File: src/rtl/vga_pkg.sv
// Shared VGA timing defaults, derived totals, sync windows and the coordinate type
// used by the sync generator and the downstream renderer.
package vga_pkg;

  localparam int unsigned H_ACTIVE = 640;
  localparam int unsigned H_FP     = 16;
  localparam int unsigned H_SYNC   = 96;
  localparam int unsigned H_BP     = 48;
  localparam int unsigned V_ACTIVE = 480;
  localparam int unsigned V_FP     = 10;
  localparam int unsigned V_SYNC   = 2;
  localparam int unsigned V_BP     = 33;
  localparam bit          SYNC_ACTIVE = 1'b0;

  localparam int unsigned H_TOTAL = H_ACTIVE + H_FP + H_SYNC + H_BP;
  localparam int unsigned V_TOTAL = V_ACTIVE + V_FP + V_SYNC + V_BP;

  // Sync windows are half-open: START <= cnt < END.
  localparam int unsigned HS_START = H_ACTIVE + H_FP;
  localparam int unsigned HS_END   = HS_START + H_SYNC;
  localparam int unsigned VS_START = V_ACTIVE + V_FP;
  localparam int unsigned VS_END   = VS_START + V_SYNC;

  localparam int unsigned COORD_W = 10;
  typedef logic [COORD_W-1:0] coord_t;

  function automatic logic in_window(coord_t c, int unsigned lo, int unsigned hi);
    int unsigned cv = 32'(c);
    return (cv >= lo) && (cv < hi);
  endfunction

endpackage

File: src/rtl/vga_pix_tick.sv
// Clock-enable divider: one registered pulse every CLK_DIV system clocks.
module vga_pix_tick #(
  parameter int unsigned CLK_DIV = 2
) (
  input  logic i_clk,
  input  logic i_rst_n,
  output logic o_tick
);

  localparam int unsigned CNT_W = (CLK_DIV > 1) ? $clog2(CLK_DIV) : 1;
  localparam logic [CNT_W-1:0] CNT_MAX = CNT_W'(CLK_DIV - 1);

  if (CLK_DIV < 1) begin : g_bad_div
    $fatal(1, "vga_pix_tick: CLK_DIV must be at least 1");
  end

  logic [CNT_W-1:0] r_cnt;
  logic             r_tick;
  logic             w_wrap;

  assign w_wrap = (r_cnt == CNT_MAX);

  always_ff @(posedge i_clk or negedge i_rst_n) begin
    if (!i_rst_n) begin
      r_cnt  <= '0;
      r_tick <= 1'b0;
    end else begin
      r_tick <= w_wrap;
      r_cnt  <= w_wrap ? '0 : r_cnt + 1'b1;
    end
  end

  assign o_tick = r_tick;

endmodule

File: src/rtl/vga_sync_gen.sv
// VGA scan-position and sync generator; all decodes are registered alongside the
// counters so they always match the presented pixel_x/pixel_y.
module vga_sync_gen #(
  parameter int unsigned CLK_DIV     = 2,
  parameter int unsigned H_ACTIVE    = vga_pkg::H_ACTIVE,
  parameter int unsigned H_FP        = vga_pkg::H_FP,
  parameter int unsigned H_SYNC      = vga_pkg::H_SYNC,
  parameter int unsigned H_BP        = vga_pkg::H_BP,
  parameter int unsigned V_ACTIVE    = vga_pkg::V_ACTIVE,
  parameter int unsigned V_FP        = vga_pkg::V_FP,
  parameter int unsigned V_SYNC      = vga_pkg::V_SYNC,
  parameter int unsigned V_BP        = vga_pkg::V_BP,
  parameter bit          SYNC_ACTIVE = vga_pkg::SYNC_ACTIVE
) (
  input  logic                        i_clk,
  input  logic                        i_rst_n,
  output logic                        o_pixel_tick,
  output logic [vga_pkg::COORD_W-1:0] o_pixel_x,
  output logic [vga_pkg::COORD_W-1:0] o_pixel_y,
  output logic                        o_hsync,
  output logic                        o_vsync,
  output logic                        o_video_on,
  output logic                        o_line_start,
  output logic                        o_frame_start
);

  import vga_pkg::*;

  localparam int unsigned L_H_TOTAL  = H_ACTIVE + H_FP + H_SYNC + H_BP;
  localparam int unsigned L_V_TOTAL  = V_ACTIVE + V_FP + V_SYNC + V_BP;
  localparam int unsigned L_HS_START = H_ACTIVE + H_FP;
  localparam int unsigned L_HS_END   = L_HS_START + H_SYNC;
  localparam int unsigned L_VS_START = V_ACTIVE + V_FP;
  localparam int unsigned L_VS_END   = L_VS_START + V_SYNC;

  if ((L_H_TOTAL > 1024) || (L_V_TOTAL > 1024)) begin : g_bad_timing
    $fatal(1, "vga_sync_gen: H_TOTAL and V_TOTAL must not exceed 1024");
  end

  localparam coord_t L_H_MAX = coord_t'(L_H_TOTAL - 1);
  localparam coord_t L_V_MAX = coord_t'(L_V_TOTAL - 1);

  logic   w_tick;
  logic   w_h_wrap;
  logic   w_v_wrap;
  coord_t w_h_nxt;
  coord_t w_v_nxt;

  coord_t r_h_cnt;
  coord_t r_v_cnt;
  logic   r_hsync;
  logic   r_vsync;
  logic   r_video_on;
  logic   r_line_start;
  logic   r_frame_start;

  vga_pix_tick #(
    .CLK_DIV (CLK_DIV)
  ) u_pix_tick (
    .i_clk   (i_clk),
    .i_rst_n (i_rst_n),
    .o_tick  (w_tick)
  );

  always_comb begin
    w_h_wrap = (r_h_cnt == L_H_MAX);
    w_v_wrap = (r_v_cnt == L_V_MAX);
    w_h_nxt  = w_h_wrap ? '0 : r_h_cnt + 1'b1;
    w_v_nxt  = r_v_cnt;
    if (w_h_wrap) begin
      w_v_nxt = w_v_wrap ? '0 : r_v_cnt + 1'b1;
    end
  end

  // Reset parks the scan at the last pixel so the first tick lands on (0,0).
  always_ff @(posedge i_clk or negedge i_rst_n) begin
    if (!i_rst_n) begin
      r_h_cnt       <= L_H_MAX;
      r_v_cnt       <= L_V_MAX;
      r_hsync       <= ~SYNC_ACTIVE;
      r_vsync       <= ~SYNC_ACTIVE;
      r_video_on    <= 1'b0;
      r_line_start  <= 1'b0;
      r_frame_start <= 1'b0;
    end else if (w_tick) begin
      r_h_cnt       <= w_h_nxt;
      r_v_cnt       <= w_v_nxt;
      r_hsync       <= in_window(w_h_nxt, L_HS_START, L_HS_END) ? SYNC_ACTIVE : ~SYNC_ACTIVE;
      r_vsync       <= in_window(w_v_nxt, L_VS_START, L_VS_END) ? SYNC_ACTIVE : ~SYNC_ACTIVE;
      r_video_on    <= (32'(w_h_nxt) < H_ACTIVE) && (32'(w_v_nxt) < V_ACTIVE);
      r_line_start  <= (w_h_nxt == '0);
      r_frame_start <= (w_h_nxt == '0) && (w_v_nxt == '0);
    end else begin
      r_line_start  <= 1'b0;
      r_frame_start <= 1'b0;
    end
  end

  assign o_pixel_tick  = w_tick;
  assign o_pixel_x     = r_h_cnt;
  assign o_pixel_y     = r_v_cnt;
  assign o_hsync       = r_hsync;
  assign o_vsync       = r_vsync;
  assign o_video_on    = r_video_on;
  assign o_line_start  = r_line_start;
  assign o_frame_start = r_frame_start;

endmodule

File: config.mk
export PLATFORM = sky130hd
export DESIGN_NAME = vga_sync_gen
export DESIGN_NICKNAME = d
export VERILOG_FILES = /design/src/rtl/vga_pkg.sv /design/src/rtl/vga_pix_tick.sv /design/src/rtl/vga_sync_gen.sv
export SDC_FILE = /design/constraint.sdc
export NUM_CORES = 1
export LEC_CHECK = 0
export BUFFER_PORTS_ARGS = -buffer_cell sky130_fd_sc_hd__buf_2
export CORE_MARGIN = 10
export CORE_UTILIZATION = 56
export DETAILED_ROUTE_END_ITERATION = 12
export PLACE_DENSITY = 0.85
export REMOVE_ABC_BUFFERS = 1
export SYNTH_ARGS = -nofsm -noshare
export SYNTH_HDL_FRONTEND = slang
export SYNTH_SLANG_ARGS = --single-unit
File: constraint.sdc
create_clock -name i_clk -period 3.6 [get_ports i_clk]
set_clock_uncertainty 0.1 [all_clocks]
set_input_delay 0.36 -clock i_clk [delete_from_list [all_inputs] [get_ports i_clk]]
set_output_delay 0.36 -clock i_clk [all_outputs]
set_load 0.01 [all_outputs]
==> flow_summary_export.csv <==
group,metric,value,unit
power,power.density_cell_area,227,mW/mm2
synthesis,synth.lib_cells_used.distinct,48,
timing,finalHoldViolations,0,
synthesis,ys_warn_count,0,
grt,via_count_of_the_first_global_routing_pass,1443,
power,power_switching,0.0000975,W
cts,setup_fix_bufs_post_cts,0,
cts,clock_tree.buffer_depth,2,
power,worst_voltage_drop_across_the_vdd_grid,0.171,mV
synthesis,ys_ff_latch,27,
critical_path,critical_path_fanout_max,9,
critical_path,setup.worst_path.start_class,"flip-flop",
cts,cts.reportedPaths.clkPinSlew,140,ps
die,core_area,0.00308,mm2
power,sw_frac_of_total,0.219,
timing,rsz0062_at_grt,"false",
cells_and_area,final_nets,230,
timing,slew_violations,0,
synthesis,netlist_instances,209,
drt,vias_per_cell,5.84,
die,placement_rows,20,
grt,globalRouteOverflowTotal,0,
cts,ctsHtreeMaxLevel,1,
placement,post_dp_cell_area,0.00192,mm2
grt,grt_max_degree,28,
die,floorplan.die_area,0.00590,mm2
die,pin_count,28,
critical_path,critPathArrivalTime,3370,ps
synthesis,post_synth_main_area_contributors,"sky130_fd_sc_hd__dfrtp_1, sky130_fd_sc_hd__dfstp_2, sky130_fd_sc_hd__xnor2_1",
placement,finalWeightedCongestion,0.923,
min_path,min_path_type,"flip-flop to flip-flop",
timing,fmax,0.313,GHz
cts,numCtsBuffers,3,
cts,cts_hold_buffers,1,
synthesis,syn_area,0.00181,mm2
power,power.combinational.fraction,0.015,
critical_path,crit_required,3780,ps
drt,drt.antenna.violating_nets,0,
synthesis,synth_largest_area_cell,"sky130_fd_sc_hd__dfrtp_1",
drt,wl,4020,um
synthesis,synth-seq-area-share,0.382,
power,intPower,0.000347,W
critical_path,cp_num_buf_inv,0,
power,fin_total_pwr,0.000445,W
cts,clk_latency,330,ps
timing,setup_violations,0,
drt,post_drt_wl_per_cell,15.1,um
timing,setup_tns,0,ps
cells_and_area,stdcell_count,267,
critical_path,crit_slowest_cell,"sky130_fd_sc_hd__dfstp_2",
cells_and_area,seq_area,691,um2
cells_and_area,area_occupied_by_multi_input_gates,992,um2
status,outcome,"completed",
drt,drc_errors,0,
critical_path,critPathTopFamily,"simple AND/OR/NAND/NOR gates",
power,power.static_leakage,0.804,nW
die,initial_core_util,0.588,
cts,cts_tree,"done",
cts,cts_resized,0,
timing,fin_crit_sh,0.886,
cells_and_area,post-route-cell-area,0.00196,mm2
critical_path,path_cells,"ha_1 > nand4_1 > or3_1 > nor3_4 > xnor2_1 > or4b_4 > o32a_1",
die,chipWidth,76.8,um
cts,clk_root_buffer_cell,"sky130_fd_sc_hd__clkbuf_4",
timing,worst_hold_slack,295,ps
cells_and_area,flow.area_growth_from_synthesis,8.09,%
cells_and_area,num-fill-cells,270,
cells_and_area,layout-drive-gt1-share,0.233,
die,vertical_die_dimension,76.8,um
placement,buffer_ports.inserted,27,
power,power.share.sequential,0.684,
grt,grt_pass1_wl,6980,um
synthesis,synth_top_area_frac,0.207,
cells_and_area,antenna_cells_inserted,0,
timing,worst_pin_slew,578,ps
timing,period_needed,3190,ps
drt,detailedRoute.firstIterationViolations,168,
job,max_cap_viols,0,
critical_path,cp_slowest_stage_delay,620,ps
grt,grt_antenna_before_repair,0,
placement,placed_cells_incl_taps,262,
critical_path,critical_path.endpoint_type,"flip-flop",
drt,routed-via-count,1560,
timing,maxSlewHeadroom,0.614,
power,power.share.clock,0.301,
grt,grt_use_total,0.138,
drt,detail_route.first_pass.iterations,4,
critical_path,timing_worst_setup_path_type,"flip-flop to flip-flop",
cts,clock-sinks,27,
synthesis,avgSynthCellArea,8.66,um2
placement,post-dp-hpwl,2950,um
-- final timing paths --
kind / from / to / slack, ps / cells after the start
worst max-delay path: o_pixel_x[0]$_DFFE_PN1P_ / o_vsync$_DFFE_PN1P_ / 410 / 7
worst min-delay path: u_pix_tick.r_cnt$_DFF_PN0_ / u_pix_tick.o_tick$_DFF_PN0_ / 300 / 0
worst max register to register: o_pixel_x[0]$_DFFE_PN1P_ / o_vsync$_DFFE_PN1P_ / 410 / 7
worst min register to register: u_pix_tick.r_cnt$_DFF_PN0_ / u_pix_tick.o_tick$_DFF_PN0_ / 300 / 0
max in group asynchronous: i_rst_n / o_pixel_x[0]$_DFFE_PN1P_ / 2590 / 2
min in group asynchronous: i_rst_n / o_pixel_y[8]$_DFFE_PN0P_ / 430 / 2
-- stage by stage --
step | setup slack, ps | util
floorplan | 474 | -
global placement | 520 | 0.623
detailed placement | 400 | 0.623
CTS | 405 | 0.635
global route | 132 | 0.635
finish | 410 | 0.635
-- sequential cells by signal (all words and copies together) (netlist names) --
register	flops
o_frame_start	1
o_hsync	1
o_line_start	1
o_pixel_x	10
o_pixel_y	10
o_video_on	1
o_vsync	1
u_pix_tick.o_tick	1
u_pix_tick.r_cnt	1
-- worst reg2reg max path: cells and delay by family, from the launching register on --
kind            cells  cell delay (ps)
xor+xnor            1              100
flops               1              620
compound gates      1              340
fa+ha+maj           1              310
simple gates        4             1680
-- Yosys cell counts, drive strengths merged --
| cell | instances |
|---|---|
| nand2 | 17 |
| clkbuf | 16 |
| o21ai | 16 |
| dfrtp | 15 |
| nand3 | 15 |
| nor2 | 14 |
| dfstp | 12 |
| xnor2 | 11 |
| nand4 | 8 |
| a21oi | 7 |
| inv | 6 |
| and3 | 5 |
| buf | 5 |
| nor3 | 5 |
| nor4 | 5 |
| o31ai | 5 |
| a31oi | 4 |
| ha | 4 |
| xor2 | 4 |
| or3 | 3 |
| a211oi | 2 |
| mux2 | 2 |
| nand2b | 2 |
| nand4b | 2 |
| o211ai | 2 |
| o21a | 2 |
| o41ai | 2 |
| or2 | 2 |
| a21o | 1 |
| a311o | 1 |
| a311oi | 1 |
| a32o | 1 |
| a41o | 1 |
| and3b | 1 |
| mux2i | 1 |
| nor2b | 1 |
| nor4b | 1 |
| nor4bb | 1 |
| o21bai | 1 |
| o32a | 1 |
| o32ai | 1 |
| or3b | 1 |
| or4 | 1 |
| or4b | 1 |
-- power groups by stage --
stage	clock network (W)	logic (W)	registers (W)
2_1_floorplan	0	0.000000000308	0.000309
3_3_place_gp	0	0.00000611	0.000309
3_5_place_dp	0	0.00000624	0.000309
4_1_cts	0.000141	0.00000705	0.000304
5_1_grt	0.000153	0.00000811	0.000304
6_report	0.000134	0.00000663	0.000304
-- logic make-up after synthesis --
logic type / synth area share
DFF: 0.382
muxes: 0.0180
buffers and inverters: 0.0698
AOI/OAI and AO/OA: 0.173
xor gates and xnor gates: 0.0726
and+or+nand+nor: 0.257
adders and majority gates: 0.0277
-- final cells by class --
type / count / area share
inverters: 6 / 0.0115
repair buffers: 31 / 0.0857
clock buffers: 3 / 0.0115
clock inverters: 1 / 0.00256
flip-flops and latches: 27 / 0.353
multi-input cells: 155 / 0.507
well taps: 44 / 0.0282
-- cells in the final DEF, fill, tap and decap left out, drive strengths merged, types with 2 or more instances in the layout --
| cell | synthesis | layout |
|---|---|---|
| buf | 5 | 30 |
| nand2 | 17 | 17 |
| o21ai | 16 | 16 |
| nand3 | 15 | 15 |
| dfrtp | 15 | 15 |
| nor2 | 14 | 14 |
| dfstp | 12 | 12 |
| xnor2 | 11 | 11 |
| nand4 | 8 | 8 |
| a21oi | 7 | 7 |
| inv | 6 | 6 |
| and3 | 5 | 5 |
| o31ai | 5 | 5 |
| nor4 | 5 | 5 |
| nor3 | 5 | 5 |
| a31oi | 4 | 4 |
| xor2 | 4 | 4 |
| ha | 4 | 4 |
| or3 | 3 | 3 |
| clkbuf | 16 | 3 |
| nand2b | 2 | 2 |
| a211oi | 2 | 2 |
| o211ai | 2 | 2 |
| o21a | 2 | 2 |
| nand4b | 2 | 2 |
| mux2 | 2 | 2 |
| o41ai | 2 | 2 |
| or2 | 2 | 2 |
-- layer usage --
metal  vias up  share of wire  track usage
met5         -              0            0
met4         0          0.017       0.0613
met3         5          0.052       0.0210
met2        45           0.47        0.212
met1       718           0.46        0.185
li1        792              -            -
Power figures use the tool's default switching activity.
